[config.mk]
export PLATFORM = sky130hd
export DESIGN_NAME = snake_dir_scheduler
export DESIGN_NICKNAME = d
export VERILOG_FILES = /design/src/rtl/snake_dir_scheduler.sv
export SDC_FILE = /design/constraint.sdc
export NUM_CORES = 1
export LEC_CHECK = 0
export CAP_MARGIN = 20
export CORE_MARGIN = 1.5
export CORE_UTILIZATION = 25
export CTS_BUF_LIST = sky130_fd_sc_hd__clkbuf_8
export CTS_CLUSTER_DIAMETER = 120
export DETAILED_ROUTE_END_ITERATION = 10
export GPL_TIMING_DRIVEN = 0
export PLACE_DENSITY = 0.5
export SYNTH_ARGS = -nofsm -noshare
export SYNTH_HDL_FRONTEND = slang
export SYNTH_SLANG_ARGS = --single-unit
[constraint.sdc]
create_clock -name Clk -period 4.5 [get_ports Clk]
set_clock_uncertainty 0.1 [all_clocks]
set_input_delay 0.9 -clock Clk [delete_from_list [all_inputs] [get_ports Clk]]
set_output_delay 0.9 -clock Clk [all_outputs]
set_load 0.02 [all_outputs]
[src/rtl/snake_dir_scheduler.sv]
// Direction-command scheduler: debounces BtnU/D/L/R, arbitrates, queues turns, releases one per Tick.
// Optional macro SNAKE_DIR_REVERSAL_BLOCK_EN drops turns that reverse the reference direction.
module snake_dir_scheduler #(
  parameter int DEBOUNCE_CYCLES = 16,
  parameter int DEPTH           = 4,
  parameter int CW              = $clog2(DEPTH) + 1
) (
  input  logic          Clk,
  input  logic          Reset,
  input  logic          BtnU,
  input  logic          BtnD,
  input  logic          BtnL,
  input  logic          BtnR,
  input  logic          Tick,
  input  logic          Running,
  output logic [1:0]    Dir,
  output logic          DirValid,
  output logic [CW-1:0] Count,
  output logic          Overflow
);

  localparam int              PW      = $clog2(DEPTH);
  localparam int              DW      = $clog2(DEBOUNCE_CYCLES + 1);
  localparam logic [DW-1:0]   DB_LAST = DW'(DEBOUNCE_CYCLES - 1);
  localparam logic [CW-1:0]   FULL    = CW'(DEPTH);

  // Priority U > D > L > R; bit 3 is U, bit 0 is R.
  function automatic logic [1:0] arb_dir(input logic [3:0] ev);
    if (ev[3])      return 2'b00;
    else if (ev[2]) return 2'b01;
    else if (ev[1]) return 2'b10;
    else            return 2'b11;
  endfunction

  function automatic logic is_opposite(input logic [1:0] a, input logic [1:0] b);
    return (a == (b ^ 2'b01));
  endfunction

  logic [3:0] raw;
  logic [3:0] sync_p0;
  logic [3:0] sync_p1;
  logic [3:0] ev_p2;

  assign raw = {BtnU, BtnD, BtnL, BtnR};

  // Stage p0/p1: two-flop synchronizer
  always_ff @(posedge Clk) begin
    sync_p0 <= raw;
    sync_p1 <= sync_p0;
  end

  // Stage p2: per-button debounce and rising-edge detect
  for (genvar i = 0; i < 4; i++) begin : g_db
    logic [DW-1:0] cnt;
    logic          lvl;
    logic          lvl_d;
    logic          blocked;

    always_ff @(posedge Clk) begin
      if (Reset) begin
        cnt     <= '0;
        lvl     <= 1'b0;
        lvl_d   <= 1'b0;
        blocked <= 1'b1;
      end else if (Running) begin
        lvl_d <= lvl;
        if (sync_p1[i] == lvl) begin
          cnt <= '0;
        end else if (cnt == DB_LAST) begin
          lvl <= ~lvl;
          cnt <= '0;
        end else begin
          cnt <= cnt + DW'(1);
        end
        // A press is only honoured once the button has been seen released after reset.
        if (!sync_p1[i] && !lvl) blocked <= 1'b0;
      end
    end

    assign ev_p2[i] = lvl & ~lvl_d & ~blocked;
  end

  logic [1:0]    fifo_mem [DEPTH];
  logic [PW-1:0] wr_ptr;
  logic [PW-1:0] rd_ptr;
  logic [1:0]    win_dir;
  logic [1:0]    tail_dir;
  logic [1:0]    ref_dir;
  logic          push_req;
  logic          push;
  logic          drop;
  logic          pop;

  assign win_dir  = arb_dir(ev_p2);
  assign tail_dir = fifo_mem[wr_ptr - PW'(1)];
  assign ref_dir  = (Count == '0) ? Dir : tail_dir;

`ifdef SNAKE_DIR_REVERSAL_BLOCK_EN
  assign push_req = Running && (|ev_p2) && (win_dir != ref_dir) && !is_opposite(win_dir, ref_dir);
`else
  assign push_req = Running && (|ev_p2) && (win_dir != ref_dir);
`endif

  assign push = push_req && (Count != FULL);
  assign drop = push_req && (Count == FULL);
  assign pop  = Tick && Running && (Count != '0);

  always_ff @(posedge Clk) begin
    if (push) fifo_mem[wr_ptr] <= win_dir;
  end

  // Stage p3: queue control and direction release
  always_ff @(posedge Clk) begin
    if (Reset) begin
      Dir      <= 2'b11;
      DirValid <= 1'b0;
      Count    <= '0;
      Overflow <= 1'b0;
      wr_ptr   <= '0;
      rd_ptr   <= '0;
    end else begin
      DirValid <= pop;
      if (!Running) begin
        Count  <= '0;
        wr_ptr <= '0;
        rd_ptr <= '0;
      end else begin
        if (push) wr_ptr <= wr_ptr + PW'(1);
        if (pop) begin
          rd_ptr <= rd_ptr + PW'(1);
          Dir    <= fifo_mem[rd_ptr];
        end
        if (push && !pop)      Count <= Count + CW'(1);
        else if (pop && !push) Count <= Count - CW'(1);
        if (drop) Overflow <= 1'b1;
      end
    end
  end

endmodule
**Yosys cells after proc, flatten, opt, wreduce, memory -nomap -nowiden**

Memories as Yosys holds them, arrays and structs flattened. A register that Yosys moved wholly into a read port is not among the register bits.
Index checks and enable logic that the tools add are counted.

- Bits in registers: 49
- RAM bits: 8
- Bits of input ports: 8
- Memories kept: 1

Memory list:

| memory | words | width | rd ports | clocked after memory_dff | wr ports | line | text |
|---|---|---|---|---|---|---|---|
| fifo_mem | 4 | 2 | 2 | 1 | 1 | 83 | `logic [1:0] fifo_mem [DEPTH];` |

- $add $sub $neg: 9
- Equality and inequality tests: 11
- Multiplexer cells: 16
- Bitwise logic cells: 25
- Reductions and logical operators: 37

Operator list:

| kind | count |
|---|---|
| 2-to-1 mux 5 bit | 8 |
| adder 5 x 1 -> 5 bit, second input constant | 4 |
| equality test 5 x 4 -> 1 bit, second input constant | 4 |
| inverter 1 bit | 17 |
| logical AND 1 bit | 12 |
| AND reduction 2 bit | 6 |
| AND reduction 3 bit | 4 |
| zero test 1 bit | 10 |
| bitwise AND 1 bit | 8 |
| 2-to-1 mux 2 bit | 3 |
| 2-to-1 mux 3 bit | 2 |
| adder 2 x 1 -> 2 bit, second input constant | 2 |
| equality test 1 bit | 4 |
| OR reduction 4 bit | 1 |
| adder 3 x 1 -> 3 bit, second input constant | 1 |
| equality test 3 bit, second input constant | 1 |
| zero test 3 bit | 1 |
| 2-to-1 mux 1 bit | 3 |
| != test 3 bit, second input constant | 1 |
| nonzero test 3 bit | 1 |
| subtractor 3 x 1 -> 3 bit, second input constant | 1 |
| != test 2 bit | 1 |
| nonzero test 2 bit | 1 |
| OR reduction 2 bit | 1 |
| subtractor 2 x 1 -> 2 bit, second input constant | 1 |

**Logic depth before layout (Yosys ltp)**

- Depth in word-level cells: 13
- Gate-level depth with buffers: 12
- Mapped depth without buffers: 12

**Worst setup path before layout**

Ideal clock, no wire load.

- Path type: reg2reg
- Start point: register wr_ptr[0]
- End point: register Count[2]
- Library setup time: 72 ps
- Arrival: 2906 ps
- Setup slack: 1422 ps
- Cell stages (with the launch flop): 13
- Buffers on the path: 0
- Period minus slack after synthesis: 3078 ps
- Cells stage by stage: dfxtp_1 inv_1 ha_1 mux4_2 mux2i_1 xor2_2 a21oi_2 ha_1 inv_1 fa_1 xor2_1 or3_1 a21oi_1

- Word-level cells in the longest chain between the ends: 9
- Elaborated cells between the ends (all ways): 11
- Those cells by class: add/sub (1); eq/ne (1); mux (2); reduce/logical (6); memory (1)

Ends and longest elaborated chain:

| element | line | text |
|---|---|---|
| start, declared | 84 | `logic [PW-1:0] wr_ptr;` |
| start signal, assigned | 128 | `if (push) wr_ptr <= wr_ptr + PW'(1);` |
| subtractor 2 x 1 -> 2 bit * | 95 | `assign tail_dir = fifo_mem[wr_ptr - PW'(1)];` |
| memory read (4 x 2 bit) * | - |  |
| 2-to-1 mux 2 bit * | 96 | `assign ref_dir = (Count == '0) ? Dir : tail_dir;` |
| != test 2 bit * | 101 | `assign push_req = Running && (\|ev_p2) && (win_dir != ref_dir);` |
| logical AND 1 bit * | 101 |  |
| logical AND 1 bit * | 104 | `assign push = push_req && (Count != FULL);` |
| via push | 90 | `logic push;` |
| zero test 1 bit | 134 | `else if (pop && !push) Count <= Count - CW'(1);` |
| logical AND 1 bit | 134 |  |
| nonzero test 2 bit (no line) | - |  |
| end signal, assigned | 133 | `if (push && !pop) Count <= Count + CW'(1);` |
| end signal, assigned | 134 |  |
| end, declared | 18 | `output logic [CW-1:0] Count,` |

The timed path passes the listed nets; every way through them passes the cells marked *.
A chain may end at the register's enable or synchronous reset.

**Worst setup path in the final report**

Ends and elaborated chain as after synthesis.

==> results.sh <==
export IMPL_status="finished, final reports clean"
export IMPL_p_leak_uw=0.00116
export IMPL_ios=15
export IMPL_htreeDepth=3
export IMPL_hp_class="flip-flop to flip-flop"
export IMPL_cts_tree="built"
export IMPL_cts_sinks=59
export IMPL_area_delta_synth_final_pct=18.1
export IMPL_synthCells=267
export IMPL_hold_violations=0
export IMPL_antenna_found_initial=0
export IMPL_crit_family="adder cells"
export IMPL_p_per_area_nw_per_um2=332
export IMPL_drt_iter0_drc=56
export IMPL_drt_pass1_iter_count=4
export IMPL_cap_violations=0
export IMPL_die_area_um2=11000
export IMPL_grt_pass1_vias=1939
export IMPL_drcViolationCount=0
export IMPL_die_height_um=105
export IMPL_grt_use_total_pct=10.7
export IMPL_root_buffer="clkbuf_8"
export IMPL_maxSlewViolCount=0
export IMPL_cp_num_buf_inv=2
export IMPL_fin_crit_ns=3.43
export IMPL_synth_cell_types=34
export IMPL_finalSetupViolCount=0
export IMPL_maxSlewHeadroom_pct=52.4
export IMPL_fill_cells=1073
export IMPL_path_cells="inv_1, ha_1, mux4_2, mux2i_1, xor2_2, a21oi_2, ha_1, inv_1, fa_1, xor2_1, or3_1, a21oi_1"
export IMPL_critPathMaxStageDelay_ns=0.50
export IMPL_syn_area_per_cell_um2=9.69
export IMPL_grt_pass1_wl_mm=9.09
export IMPL_wl_per_cell_um=11.9
export IMPL_syn_nets=289
export IMPL_crit_slowest_cell="dfxtp_1"
export IMPL_seq_area_um2=1260
export IMPL_cp_required_ns=4.67
export IMPL_arrival_ns=3.61
export IMPL_grt_max_degree=11
export IMPL_setup_tns_ns=0
export IMPL_ir_worst_vdd_uv=121
export IMPL_insertion_delay_ns=0.34
export IMPL_rows=36
export IMPL_critPathMaxFanout=7
export IMPL_worst_pin_slew_ns=0.714
export IMPL_final_area_um2=3060
export IMPL_finalWirelength_mm=5.11
export IMPL_clk_pin_slew_ns=0.07
export IMPL_core_area_um2=9910
export IMPL_rsz0062_at_grt="false"
export IMPL_end_kind="flip-flop"
export IMPL_dieWidth_um=105
export IMPL_cp_start_kind="flip-flop"
export IMPL_netlist_area_um2=2590
export IMPL_postRouteAntennaNets=0
export IMPL_nets=313
export IMPL_synth_seq_cells=59
export IMPL_start_util_pct=26.1
export IMPL_cts_buffer_depth=2
export IMPL_critPathKind="flip-flop to flip-flop"
export IMPL_post_cts_buffers=0
export IMPL_whs_ns=0.227
export IMPL_antenna_cells=0
export IMPL_routabilityCongestion=0.741
export IMPL_final_layout_size_suffix_gt1_share_pct=7.43
export IMPL_ctsResizeCount=0
export IMPL_place_area_um2=2880
export IMPL_via_per_inst=4.28
export IMPL_grt_overflow_total=0
export IMPL_port_buffers=13
export IMPL_yosysWarnings=0
export IMPL_fmax_mhz=291
export IMPL_hpwl_mm=3.56
export IMPL_ctsHoldBuffers=0
export IMPL_multi_input_area_um2=1230
export IMPL_ys_seq_area_share_pct=48.8
export IMPL_vias=1837
export IMPL_numCtsBuffers=9
export IMPL_period_share_pct=76.3
==> synthesized netlist by cell type (all sizes together) <==
master	instances	share of area [%]
nand2b	4	0.97
and2b	1	0.29
mux4	4	3.5
nor2	33	4.8
and3	4	0.97
inv	17	2.5
a32o	1	0.39
nand2	34	4.9
o2111ai	2	0.68
a22oi	2	0.58
a21oi	17	3.4
o21bai	2	0.58
mux2i	13	5.0
or3	1	0.24
ha	13	6.3
o41a	1	0.44
nand3b	1	0.29
and2	4	0.97
xnor2	6	2.0
nand3	6	1.2
nor3	5	1.4
mux2	2	0.87
clkbuf	7	1.0
o21ai	11	2.1
fa	1	0.77
nor3b	10	2.9
dfxtp	51	39
or3b	1	0.34
edfxtp	8	9.3
buf	1	0.14
xor2	4	1.6
==> metal layers <==
metal / routed length [µm] / part of all wire [%] / track usage (%)
met5: 0 / 0 / 0
met4: 64 / 1.3 / 3.52
met3: 225 / 4.4 / 4.62
met2: 2320 / 45 / 17.6
met1: 2490 / 49 / 12.4
==> stage by stage <==
stage          power [µW]  setup slack (ns)  util, %  std cells
6_report             1020              1.07     30.8        429
4_1_cts              1040              1.02     30.8        429
3_3_place_gp          605             0.964     29.1        413
3_5_place_dp          606             0.964     29.1        413
2_1_floorplan         587              1.42        -        267
5_1_grt              1070             0.756     30.8        429
==> registers in the layout, indices dropped and copies added (netlist names), 3 cells and up <==
name / count
Count: 3
fifo_mem: 8
g_db.blocked: 4
g_db.cnt: 20
g_db.lvl: 4
g_db.lvl_d: 4
sync_p0: 4
sync_p1: 4
==> layout make-up <==
class	instances	area share [%]
buffer	8	0.983
timing repair buffer	13	4.26
sequential	59	41.3
multi-input combinational	183	40.3
inverter	17	2.09
clock buffer	11	4.95
clock inverter	5	0.696
tap	133	5.45
==> power by group <==
part	internal (µW)	switching, µW	total, µW
clock network	222	201	423
registers	541	4.58	546
logic	18.4	28.6	47.0
==> placed cells by master, fill, tap and decap left out, types with 3 or more instances in the layout <==
master | synthesis | layout
ha_1 | 13 | 13
mux2i_1 | 13 | 13
inv_1 | 17 | 20
a21oi_1 | 16 | 16
nor3_1 | 4 | 4
edfxtp_1 | 8 | 8
xnor2_1 | 6 | 6
nor2_1 | 33 | 33
nand2_1 | 34 | 34
and2_1 | 4 | 4
and3_1 | 4 | 4
clkdlybuf4s50_1 | 0 | 13
nor3b_1 | 10 | 10
nand3_1 | 6 | 6
dfxtp_1 | 51 | 51
nand2b_1 | 4 | 4
xor2_1 | 3 | 3
clkbuf_8 | 0 | 11
mux4_2 | 4 | 4
o21ai_0 | 11 | 11
clkbuf_1 | 7 | 7
==> cells by family (layout without fill, tap and decap cells) <==
logic type / after synthesis / after routing / share of synthesized area, %
and+or+nand+nor: 104 / 104 / 19.3
DFF: 59 / 59 / 48.8
AOI/OAI and AO/OA: 36 / 36 / 8.22
buffers and inverters: 25 / 54 / 3.63
muxes: 19 / 19 / 9.39
adders and majority gates: 14 / 14 / 7.06
xor gates and xnor gates: 10 / 10 / 3.68
==> final timing paths <==
path	start	end	slack [ns]	depth (start not counted)
worst min register to register	sync_p0[3]	sync_p1[3]	0.23	0
worst max register to register	wr_ptr[0]	Count[2]	1.07	12
worst max-delay path	wr_ptr[0]	Count[2]	1.07	12
worst min-delay path	sync_p0[3]	sync_p1[3]	0.23	0
Power figures use the tool's default switching activity.
